<file path="src/rtl/lsp_expand_1_2.sv">
// -----------------------------------------------------------------------------
// lsp_expand_1_2
//   Reads a 10-coefficient Q13 LSP vector from scratch memory, runs two
//   minimum-spacing expansion passes over it (gap GAP1, then gap GAP2) and
//   writes the expanded vector back to the same addresses.
//
// Ports
//   clk            system clock, rising edge
//   reset          asynchronous active-low reset
//   start          one-cycle pulse, accepted only while idle
//   bufAddr        vector base address, element i lives at {bufAddr[10:4], i}
//   readRequested  memory read address (RAM returns data one cycle later)
//   readIn         memory read data, [15:0] is a signed Q13 coefficient
//   writeRequested memory write address
//   writeOut       write data, sign-extended 16-bit coefficient
//   write          write enable, one word per cycle
//   done           one-cycle completion pulse
// -----------------------------------------------------------------------------
module lsp_expand_1_2 #(
  parameter int M      = 10,
  parameter int GAP1   = 10,
  parameter int GAP2   = 5,
  parameter int ADDR_W = 11,
  parameter int DATA_W = 32
) (
  input  logic              clk,
  input  logic              reset,
  input  logic              start,
  input  logic [ADDR_W-1:0] bufAddr,
  output logic [ADDR_W-1:0] readRequested,
  input  logic [DATA_W-1:0] readIn,
  output logic [ADDR_W-1:0] writeRequested,
  output logic [DATA_W-1:0] writeOut,
  output logic              write,
  output logic              done
);

  localparam int                 BASE_W   = ADDR_W - 4;
  localparam logic [3:0]         LAST_IDX = 4'(M - 1);
  localparam logic signed [16:0] GAP1_Q   = 17'(GAP1);
  localparam logic signed [16:0] GAP2_Q   = 17'(GAP2);

  typedef enum logic [2:0] {
    S_IDLE    = 3'd0,
    S_RD_ADDR = 3'd1,
    S_RD_CAP  = 3'd2,
    S_PASS1   = 3'd3,
    S_PASS2   = 3'd4,
    S_WR      = 3'd5,
    S_DONE    = 3'd6
  } state_t;

  state_t             r_state;
  state_t             w_state_next;
  logic [BASE_W-1:0]  r_base;
  logic [3:0]         r_idx;
  logic signed [15:0] r_buf [M];

  logic [ADDR_W-1:0]  r_rd_addr;
  logic [ADDR_W-1:0]  r_wr_addr;
  logic [DATA_W-1:0]  r_wr_data;
  logic               r_write;
  logic               r_done;

  // Clamp a 17-bit intermediate into the signed 16-bit range.
  function automatic logic signed [15:0] sat16(input logic signed [16:0] x);
    if (x[16] != x[15]) begin
      sat16 = x[16] ? 16'sh8000 : 16'sh7FFF;
    end else begin
      sat16 = x[15:0];
    end
  endfunction

  // ---------------------------------------------------------------------------
  // Expansion step datapath for the pair (j-1, j) with j = r_idx
  // ---------------------------------------------------------------------------
  logic [3:0]         w_jm1;
  logic signed [15:0] w_a;
  logic signed [15:0] w_b;
  logic signed [16:0] w_gap;
  logic signed [15:0] w_diff;
  logic signed [15:0] w_sum;
  logic signed [15:0] w_tmp;
  logic               w_apply;
  logic signed [15:0] w_new_a;
  logic signed [15:0] w_new_b;

  assign w_jm1 = r_idx - 4'd1;

  // Operand fetch; the guard keeps the index inside the buffer outside the passes.
  always_comb begin
    if ((r_idx != 4'd0) && (r_idx <= LAST_IDX)) begin
      w_a = r_buf[w_jm1];
      w_b = r_buf[r_idx];
    end else begin
      w_a = 16'sd0;
      w_b = 16'sd0;
    end
  end

  assign w_gap   = (r_state == S_PASS1) ? GAP1_Q : GAP2_Q;
  assign w_diff  = sat16({w_a[15], w_a} - {w_b[15], w_b});
  assign w_sum   = sat16({w_diff[15], w_diff} + w_gap);
  assign w_tmp   = {w_sum[15], w_sum[15:1]};
  assign w_apply = (w_tmp > 16'sd0);
  assign w_new_a = sat16({w_a[15], w_a} - {w_tmp[15], w_tmp});
  assign w_new_b = sat16({w_b[15], w_b} + {w_tmp[15], w_tmp});

  // ---------------------------------------------------------------------------
  // FSM
  // ---------------------------------------------------------------------------
  // State register.
  always_ff @(posedge clk or negedge reset) begin
    if (!reset) begin
      r_state <= S_IDLE;
    end else begin
      r_state <= w_state_next;
    end
  end

  // Next-state logic; r_idx doubles as read index, pass index j and write index.
  always_comb begin
    w_state_next = r_state;
    case (r_state)
      S_IDLE: begin
        if (start) w_state_next = S_RD_ADDR;
        else       w_state_next = S_IDLE;
      end
      S_RD_ADDR: w_state_next = S_RD_CAP;
      S_RD_CAP: begin
        if (r_idx == LAST_IDX) w_state_next = S_PASS1;
        else                   w_state_next = S_RD_ADDR;
      end
      S_PASS1: begin
        if (r_idx == LAST_IDX) w_state_next = S_PASS2;
        else                   w_state_next = S_PASS1;
      end
      S_PASS2: begin
        if (r_idx == LAST_IDX) w_state_next = S_WR;
        else                   w_state_next = S_PASS2;
      end
      S_WR: begin
        if (r_idx == LAST_IDX) w_state_next = S_DONE;
        else                   w_state_next = S_WR;
      end
      S_DONE:  w_state_next = S_IDLE;
      default: w_state_next = S_IDLE;
    endcase
  end

  // Output decode: memory outputs are registered, so they are computed one
  // cycle ahead from the next state.
  logic               w_rd_load;
  logic [3:0]         w_rd_sel;
  logic [BASE_W-1:0]  w_rd_base;
  logic [3:0]         w_wr_sel;
  logic signed [15:0] w_wr_word;
  logic               w_write_next;
  logic               w_done_next;

  // Output-side combinational decode.
  always_comb begin
    w_rd_load    = (w_state_next == S_RD_ADDR);
    w_rd_sel     = (r_state == S_RD_CAP) ? (r_idx + 4'd1) : 4'd0;
    w_rd_base    = (r_state == S_IDLE) ? bufAddr[ADDR_W-1:4] : r_base;
    // Word 0 is fetched on the last PASS2 step; that step only touches
    // elements M-2 and M-1, so element 0 is already final.
    w_wr_sel     = (r_state == S_WR) ? (r_idx + 4'd1) : 4'd0;
    if (w_wr_sel <= LAST_IDX) begin
      w_wr_word = r_buf[w_wr_sel];
    end else begin
      w_wr_word = 16'sd0;
    end
    w_write_next = (w_state_next == S_WR);
    w_done_next  = (w_state_next == S_DONE);
  end

  // Registered memory interface and completion pulse; addresses/data hold when idle.
  always_ff @(posedge clk or negedge reset) begin
    if (!reset) begin
      r_rd_addr <= '0;
      r_wr_addr <= '0;
      r_wr_data <= '0;
      r_write   <= 1'b0;
      r_done    <= 1'b0;
    end else begin
      if (w_rd_load) begin
        r_rd_addr <= {w_rd_base, w_rd_sel};
      end
      if (w_write_next) begin
        r_wr_addr <= {r_base, w_wr_sel};
        r_wr_data <= {{(DATA_W-16){w_wr_word[15]}}, w_wr_word};
      end
      r_write <= w_write_next;
      r_done  <= w_done_next;
    end
  end

  // Base latch, index sequencing, capture of read data and pass updates.
  always_ff @(posedge clk or negedge reset) begin
    if (!reset) begin
      r_base <= '0;
      r_idx  <= 4'd0;
      for (int k = 0; k < M; k++) begin
        r_buf[k] <= 16'sd0;
      end
    end else begin
      case (r_state)
        S_IDLE: begin
          if (start) begin
            r_base <= bufAddr[ADDR_W-1:4];
            r_idx  <= 4'd0;
          end
        end
        S_RD_CAP: begin
          for (int k = 0; k < M; k++) begin
            if (4'(k) == r_idx) r_buf[k] <= readIn[15:0];
          end
          r_idx <= (r_idx == LAST_IDX) ? 4'd1 : (r_idx + 4'd1);
        end
        S_PASS1, S_PASS2: begin
          for (int k = 0; k < M; k++) begin
            if (w_apply && (4'(k) == w_jm1))      r_buf[k] <= w_new_a;
            else if (w_apply && (4'(k) == r_idx)) r_buf[k] <= w_new_b;
          end
          if (r_idx == LAST_IDX) begin
            r_idx <= (r_state == S_PASS1) ? 4'd1 : 4'd0;
          end else begin
            r_idx <= r_idx + 4'd1;
          end
        end
        S_WR: begin
          r_idx <= (r_idx == LAST_IDX) ? 4'd0 : (r_idx + 4'd1);
        end
        default: begin
        end
      endcase
    end
  end

  // Upper read-data bits and the in-vector address bits carry no information.
  logic w_unused;
  assign w_unused = ^{readIn[DATA_W-1:16], bufAddr[3:0]};

  assign readRequested  = r_rd_addr;
  assign writeRequested = r_wr_addr;
  assign writeOut       = r_wr_data;
  assign write          = r_write;
  assign done           = r_done;

endmodule

</file>
<file path="config.mk">
export PLATFORM = sky130hd
export DESIGN_NAME = lsp_expand_1_2
export DESIGN_NICKNAME = d
export VERILOG_FILES = /design/src/rtl/lsp_expand_1_2.sv
export SDC_FILE = /design/constraint.sdc
export NUM_CORES = 1
export LEC_CHECK = 0
export CAP_MARGIN = 0
export CORE_UTILIZATION = 40
export DETAILED_ROUTE_END_ITERATION = 12
export SLEW_MARGIN = 40
export SYNTH_ARGS = -nofsm -noshare
export SYNTH_HDL_FRONTEND = slang
export SYNTH_SLANG_ARGS = --single-unit
</file>
<file path="constraint.sdc">
create_clock -name clk -period 21.1 [get_ports clk]
set_input_delay 3.165 -clock clk [delete_from_list [all_inputs] [get_ports clk]]
set_output_delay 3.165 -clock clk [all_outputs]
set_load 0.1 [all_outputs]
</file>
==> reports/metrics.csv, run 1 <==
stage;metric;value;unit
synth;synth unique cells;105;
route;average wire per standard cell;30.5;um
worst_setup_path;startpoint types;flop;
synth;Seq cells post-synth;214;
die;IO Pins;102;
synth;Async S/R FF share, synth;100;%
clock_tree;CTS tree;built;
clock_tree;number of CTS-inserted buffers;25;
die;Vert. Die Dim;224;um
synth;Synth top area share;27.2;%
run_status;outcome;complete, no violations;
min_path;Hold Crit Class;flop to flop;
timing;worst clock skew;0.0217;ns
timing;final setup TNS;0;ns
synth;top_reg_cell synth;dfrtp_1;
layout;Final nets;2313;
placed_design;dpl hpwl;60700;um
synth;most common cell in the synthesized netlist;dfrtp_1;
route;Post-Route WL;87800;um
clock_tree;Post-CTS Setup Inserts;0;
synth;register area share after synthesis;27.2;%
placed_design;Buffers on Ports;81;
synth;post-synth net total;2337;
clock_tree;H-tree levels;1;
job;maxcap violations;0;
clock_tree;clk slew on worst S/H paths;0.06;ns
worst_setup_path;Critical Path End;r_buf[97]$_DFFE_PN0P_;
worst_setup_path;Crit Path Category;flop to flop;
grt;pin count of the biggest net entering global routing;79;
layout;non-filler cells, final;2880;
synth;synth top area cells;dfrtp_1 (27%), mux4_2 (7.7%), a21oi_1 (5.3%), o21ai_0 (3.9%), mux2i_1 (3.9%);
worst_setup_path;Crit. Startpoint;r_idx[0]$_DFFE_PN0P_;
timing;Worst Max-Slew Pin Slew;1.00;ns
grt;initial antenna violation count;3;
min_path;worst hold path startpoint;writeRequested[10]$_DFFE_PN0P_;
timing;normalized max-slew margin;33.2;%
timing;Final Hold Fails;0;
route;vias;20600;
clock_tree;CTS resizes;0;
route;Post-DRT Antenna Nets;0;
synth;mapped cell area;19700;sq um
clock_tree;CTS root buf;clkbuf_16;
timing;max frequency;58.3;MHz
timing;RSZ-0062 raised after global routing;no;
clock_tree;CTS max path bufs;3;
grt;vias in the first global route;19300;
layout;Area Overhead vs Synth;10.2;%
timing;Setup-failing EPs final;0;
die;Die ar.;50200;sq um
synth;number of synthesis warnings;0;
clock_tree;Clock Sinks;214;
grt;first-pass GRT wire length;127000;um
placed_design;Post-Place Cells;2828;
worst_setup_path;CP Max Fanout;43;
route;DR DRC count;0;
worst_setup_path;worst path arrival time;17.59;ns
synth;most common library cells after synthesis;dfrtp_1 (214), a21oi_1 (209), o21ai_0 (154);
placed_design;routability cong.;1.00;
grt;Total GRT Usage;34.1;%
timing;Slew Viols, Final;0;
synth;Post-synth EDFFs;0;
clock_tree;Worst-Skew Late Latency;0.57;ns
route;Initial DRC Count;3291;
die;Initial Utilization;40.9;%
die;die width;224;um
clock_tree;# hold bufs at CTS;0;
die;Rows;80;
synth;Synth area leader;dfrtp_1;
worst_setup_path;worst path required time;21.53;ns
worst_setup_path;Worst path max stage delay;0.92;ns
layout;fraction of final layout cells sized beyond drive strength 1;17.5;%
timing;period utilization;81.3;%
worst_setup_path;R2R cell count;51;
worst_setup_path;worst reg2reg setup slack;3.95;ns
worst_setup_path;RR Startpoint;r_idx[0]$_DFFE_PN0P_;
grt;total congestion overflow;0;
route;DR vias/cell;7.16;
worst_setup_path;CP max-delay cell;ha_2;
synth;syn avg cell area;8.85;sq um
timing;minimum clock period;17.15;ns
route;DRT Pass-1 Iters;6;
worst_setup_path;Setup crit end kind;flop;
synth;Post-Syn Instances;2227;
die;Core Region;48100;sq um
worst_setup_path;reg2reg end;r_buf[97]$_DFFE_PN0P_;
[cells by family after synthesis]
group                      after synthesis  share of synthesized area, %
AOI/OAI and AO/OA                      909                          32.6
and+or+nand+nor                        512                          12.7
buffers and inverters                  276                          5.96
DFF                                    214                          27.2
muxes                                  203                          15.0
adders and majority gates               67                          4.37
xor gates and xnor gates                46                          2.11
[cells in the final DEF (no fill, tap or decap), drive strengths merged, types with 16 or more instances in the layout]
cell type / instances
clkbuf: 38
a211oi: 33
o211ai: 54
nand3: 40
o22ai: 16
and2: 40
nand2: 144
mux2i: 78
a221o: 24
xnor2: 31
a21o: 28
nor3: 33
nor2b: 22
o21a: 21
a31oi: 84
buf: 121
mux4: 67
a21oi: 212
dfrtp: 214
mux2: 58
nor2: 141
ha: 60
clkdlybuf4s50: 24
inv: 78
o21ai: 167
a2bb2oi: 18
nand2b: 21
o221ai: 43
a221oi: 71
[area by class of cell]
cell class | count | area [sq um]
Clock buffer | 36 | 727
Timing Repair Buffer | 147 | 1030
Clock inverter | 10 | 135
Fill cell | 4707 | 26400
Tap cell | 656 | 821
Inverter | 78 | 293
Antenna cell | 2 | 5.00
Multi-Input combinational cell | 1737 | 13400
Sequential cell | 214 | 5360
[worst min-delay path by stage]
stage                                     end  slack, ns  depth (start not counted)
6_report       writeRequested[10]$_DFFE_PN0P_       0.47                          2
3_3_place_gp   writeRequested[10]$_DFFE_PN0P_       0.46                          2
2_1_floorplan  writeRequested[10]$_DFFE_PN0P_       0.46                          2
4_1_cts         writeRequested[4]$_DFFE_PN0P_       0.48                          2
5_1_grt        writeRequested[10]$_DFFE_PN0P_       0.50                          2
3_5_place_dp   writeRequested[10]$_DFFE_PN0P_       0.46                          2
[metrics by stage]
step           cell area (sq um)  hold WS (ns)  worst slack [ns]  util, %
2_1_floorplan              19700         0.456              7.56        -
3_3_place_gp               21000         0.460              4.37     43.6
4_1_cts                    21700         0.475              4.37     45.0
6_report                   21700         0.471              3.95     45.1
5_1_grt                    21700         0.498              3.02     45.1
3_5_place_dp               20800         0.460              4.46     43.2
[sequential cells by signal (all words and copies together), names as in the netlist]
signal / count
done: 1
writeOut: 16
r_state: 3
r_base: 7
r_idx: 4
readRequested: 11
write: 1
writeRequested: 11
r_buf: 160
[per-layer routing]
| metal | vias up | part of all wire, % | GRT usage (%) |
|---|---|---|---|
| met4 | 6 | 7.4 | 21.5 |
| met5 | - | 0.19 | 2.35 |
| met2 | 1683 | 41 | 48.3 |
| met1 | 9933 | 38 | 44.3 |
| met3 | 389 | 13 | 11.4 |
| li1 | 8622 | - | - |
[critical path, delay by kind of cell, from the launching register on]
kind	cells	cell delay, ns
compound gates	22	6.28
fa+ha+maj	6	3.41
simple gates	12	2.94
buf+inv	8	2.76
flops	1	0.85
xor+xnor	2	0.32
mux	1	0.30
Power of run 1 is left out: the tool's default activity adds up to more than one toggle a clock period on the data nets, which glitch-free logic cannot reach.
==> run 2: changes to the inputs <==
==> constraint.sdc (replaced) <==
create_clock -name clk -period 14.1 [get_ports clk]
set_input_delay 2.115 -clock clk [delete_from_list [all_inputs] [get_ports clk]]
set_output_delay 2.115 -clock clk [all_outputs]
set_load 0.1 [all_outputs]
==> reports/metrics.csv, run 2 (synthesis results as in run 1) <==
stage;metric;value;unit;change
route;Post-DRT Antenna Nets;0;;unchanged
worst_setup_path;CP max-delay cell;o31ai_4;;
layout;Reg with most FFs;r_buf;;
layout;Final nets;2364;;+2.2%
timing;normalized max-slew margin;34.9;%;+1.7 points
timing;Worst Max-Slew Pin Slew;0.970;ns;-0.0326 ns
placed_design;dpl hpwl;65000;um;+7.2%
route;Post-Route WL;91200;um;+3.8%
worst_setup_path;Crit Path Category;flop to flop;;
clock_tree;CTS root buf;clkbuf_16;;
timing;max frequency;73.6;MHz;+26%
route;average wire per standard cell;31.1;um;+2.0%
timing;Final Hold Fails;0;;unchanged
die;Die ar.;50200;sq um;unchanged
clock_tree;Clock Sinks;214;;unchanged
layout;Area Overhead vs Synth;12.2;%;
clock_tree;CTS tree;built;;
grt;pin count of the biggest net entering global routing;86;;+8.9%
layout;commonest non-fill, non-tap cell in the layout;dfrtp_1;;
grt;initial antenna violation count;1;;-2
route;vias;20800;;+1.0%
grt;total congestion overflow;0;;unchanged
worst_setup_path;worst reg2reg setup slack;0.51;ns;-3.44 ns
die;Vert. Die Dim;224;um;unchanged
die;Core Region;48100;sq um;unchanged
min_path;Hold Crit Class;flop to flop;;
placed_design;routability cong.;1.05;;+4.9%
clock_tree;clk slew on worst S/H paths;0.06;ns;about the same
timing;RSZ-0062 raised after global routing;no;;
timing;Setup-failing EPs final;0;;unchanged
worst_setup_path;most used cell, CP;ha_1;;
route;Initial DRC Count;2758;;-16%
die;Rows;80;;unchanged
grt;Total GRT Usage;35.6;%;+1.4 points
timing;period utilization;96.4;%;+15 points
layout;most frequent cells in the layout;dfrtp_1 (211), a21oi_1 (208), o21ai_0 (148);;
grt;first-pass GRT wire length;132000;um;+3.4%
worst_setup_path;R2R cell count;48;;-5.9%
die;Initial Utilization;40.9;%;unchanged
timing;Slew Viols, Final;0;;unchanged
placed_design;Buffers on Ports;81;;unchanged
worst_setup_path;Worst path max stage delay;0.76;ns;-0.16 ns
clock_tree;number of CTS-inserted buffers;25;;unchanged
min_path;worst hold stages;2;;unchanged
worst_setup_path;worst path arrival time;14.03;ns;-3.56 ns
worst_setup_path;startpoint types;flop;;
layout;Largest register FFs;160;;unchanged
worst_setup_path;worst path required time;14.54;ns;-6.99 ns
route;DR DRC count;0;;unchanged
die;IO Pins;102;;unchanged
layout;fraction of final layout cells sized beyond drive strength 1;19.4;%;+1.9 points
clock_tree;H-tree levels;1;;unchanged
route;DRT Pass-1 Iters;6;;unchanged
worst_setup_path;CP Max Fanout;14;;-67%
worst_setup_path;Setup crit end kind;flop;;
route;DR vias/cell;7.11;;-0.73%
grt;vias in the first global route;19300;;+0.072%
timing;final setup TNS;0;ns;unchanged
timing;minimum clock period;13.59;ns;-3.56 ns
run_status;outcome;complete, no violations;;
clock_tree;CTS max path bufs;3;;unchanged
job;maxcap violations;0;;unchanged
timing;worst clock skew;0.0118;ns;-0.00989 ns
die;die width;224;um;unchanged
clock_tree;Worst-Skew Late Latency;0.57;ns;about the same
==> run 2: through the flow <==
step / util, % / hold slack, ns / instance area, sq um / std cells / setup WS, ns
after floorplan: - / 0.456 / 19700 / 2227 / 0.563
after global placement: 44.3 / 0.460 / 21300 / 2873 / 0.633
after detailed placement: 44.0 / 0.464 / 21200 / 2878 / 0.573
after CTS: 45.7 / 0.479 / 22000 / 2924 / 0.490
after global routing: 45.9 / 0.500 / 22100 / 2929 / 0.110
final: 45.9 / 0.470 / 22100 / 2930 / 0.510
==> run 2: repair_timing <==
item / 4_1_cts / 5_1_grt
buffers inserted: 0 / 0
hold buffers: 0 / 0
resized for setup: 0 / 12
setup endpoints to repair: 0 / 132
==> run 2: final cells by class <==
cell class,instances,area [sq um]
Multi-Input combinational cell,1737,13400
Sequential cell,214,5360
Clock buffer,31,688
Fill cell,4662,26000
Antenna cell,1,2.50
Clock inverter,15,139
Inverter,78,293
Tap cell,656,821
Timing Repair Buffer,198,1440
==> run 2: final timing paths <==
kind	startpoint	end
min reg2reg	writeRequested[9]$_DFFE_PN0P_	writeRequested[9]$_DFFE_PN0P_
min	writeRequested[9]$_DFFE_PN0P_	writeRequested[9]$_DFFE_PN0P_
max in group asynchronous	reset	r_buf[89]$_DFFE_PN0P_
max	r_idx[1]$_DFFE_PN0P_	r_buf[92]$_DFFE_PN0P_
min in group asynchronous	reset	readRequested[0]$_DFFE_PN0N_
max reg2reg	r_idx[1]$_DFFE_PN0P_	r_buf[92]$_DFFE_PN0P_
==> run 2: critical path: cells and delay by family (launching register included) <==
family                   cells  cell delay (ns)
AO/OA/AOI/OAI               21             6.75
AND/OR/NAND/NOR             13             2.38
adder cells (fa/ha/maj)      6             2.14
buffers and inverters        5             0.96
flip-flops                   1             0.49
XOR/XNOR                     2             0.40
multiplexers                 1             0.30
==> run 2: layer usage <==
metal  global-route usage, %  share of wire (%)  up-vias
met3                    9.44                 13      338
met1                    47.5                 39    10100
met2                    50.3                 41     1633
met5                       0              0.014        -
met4                    23.4                7.4        2
li1                        -                  -     8736
Power of run 2 is left out for the same reason.
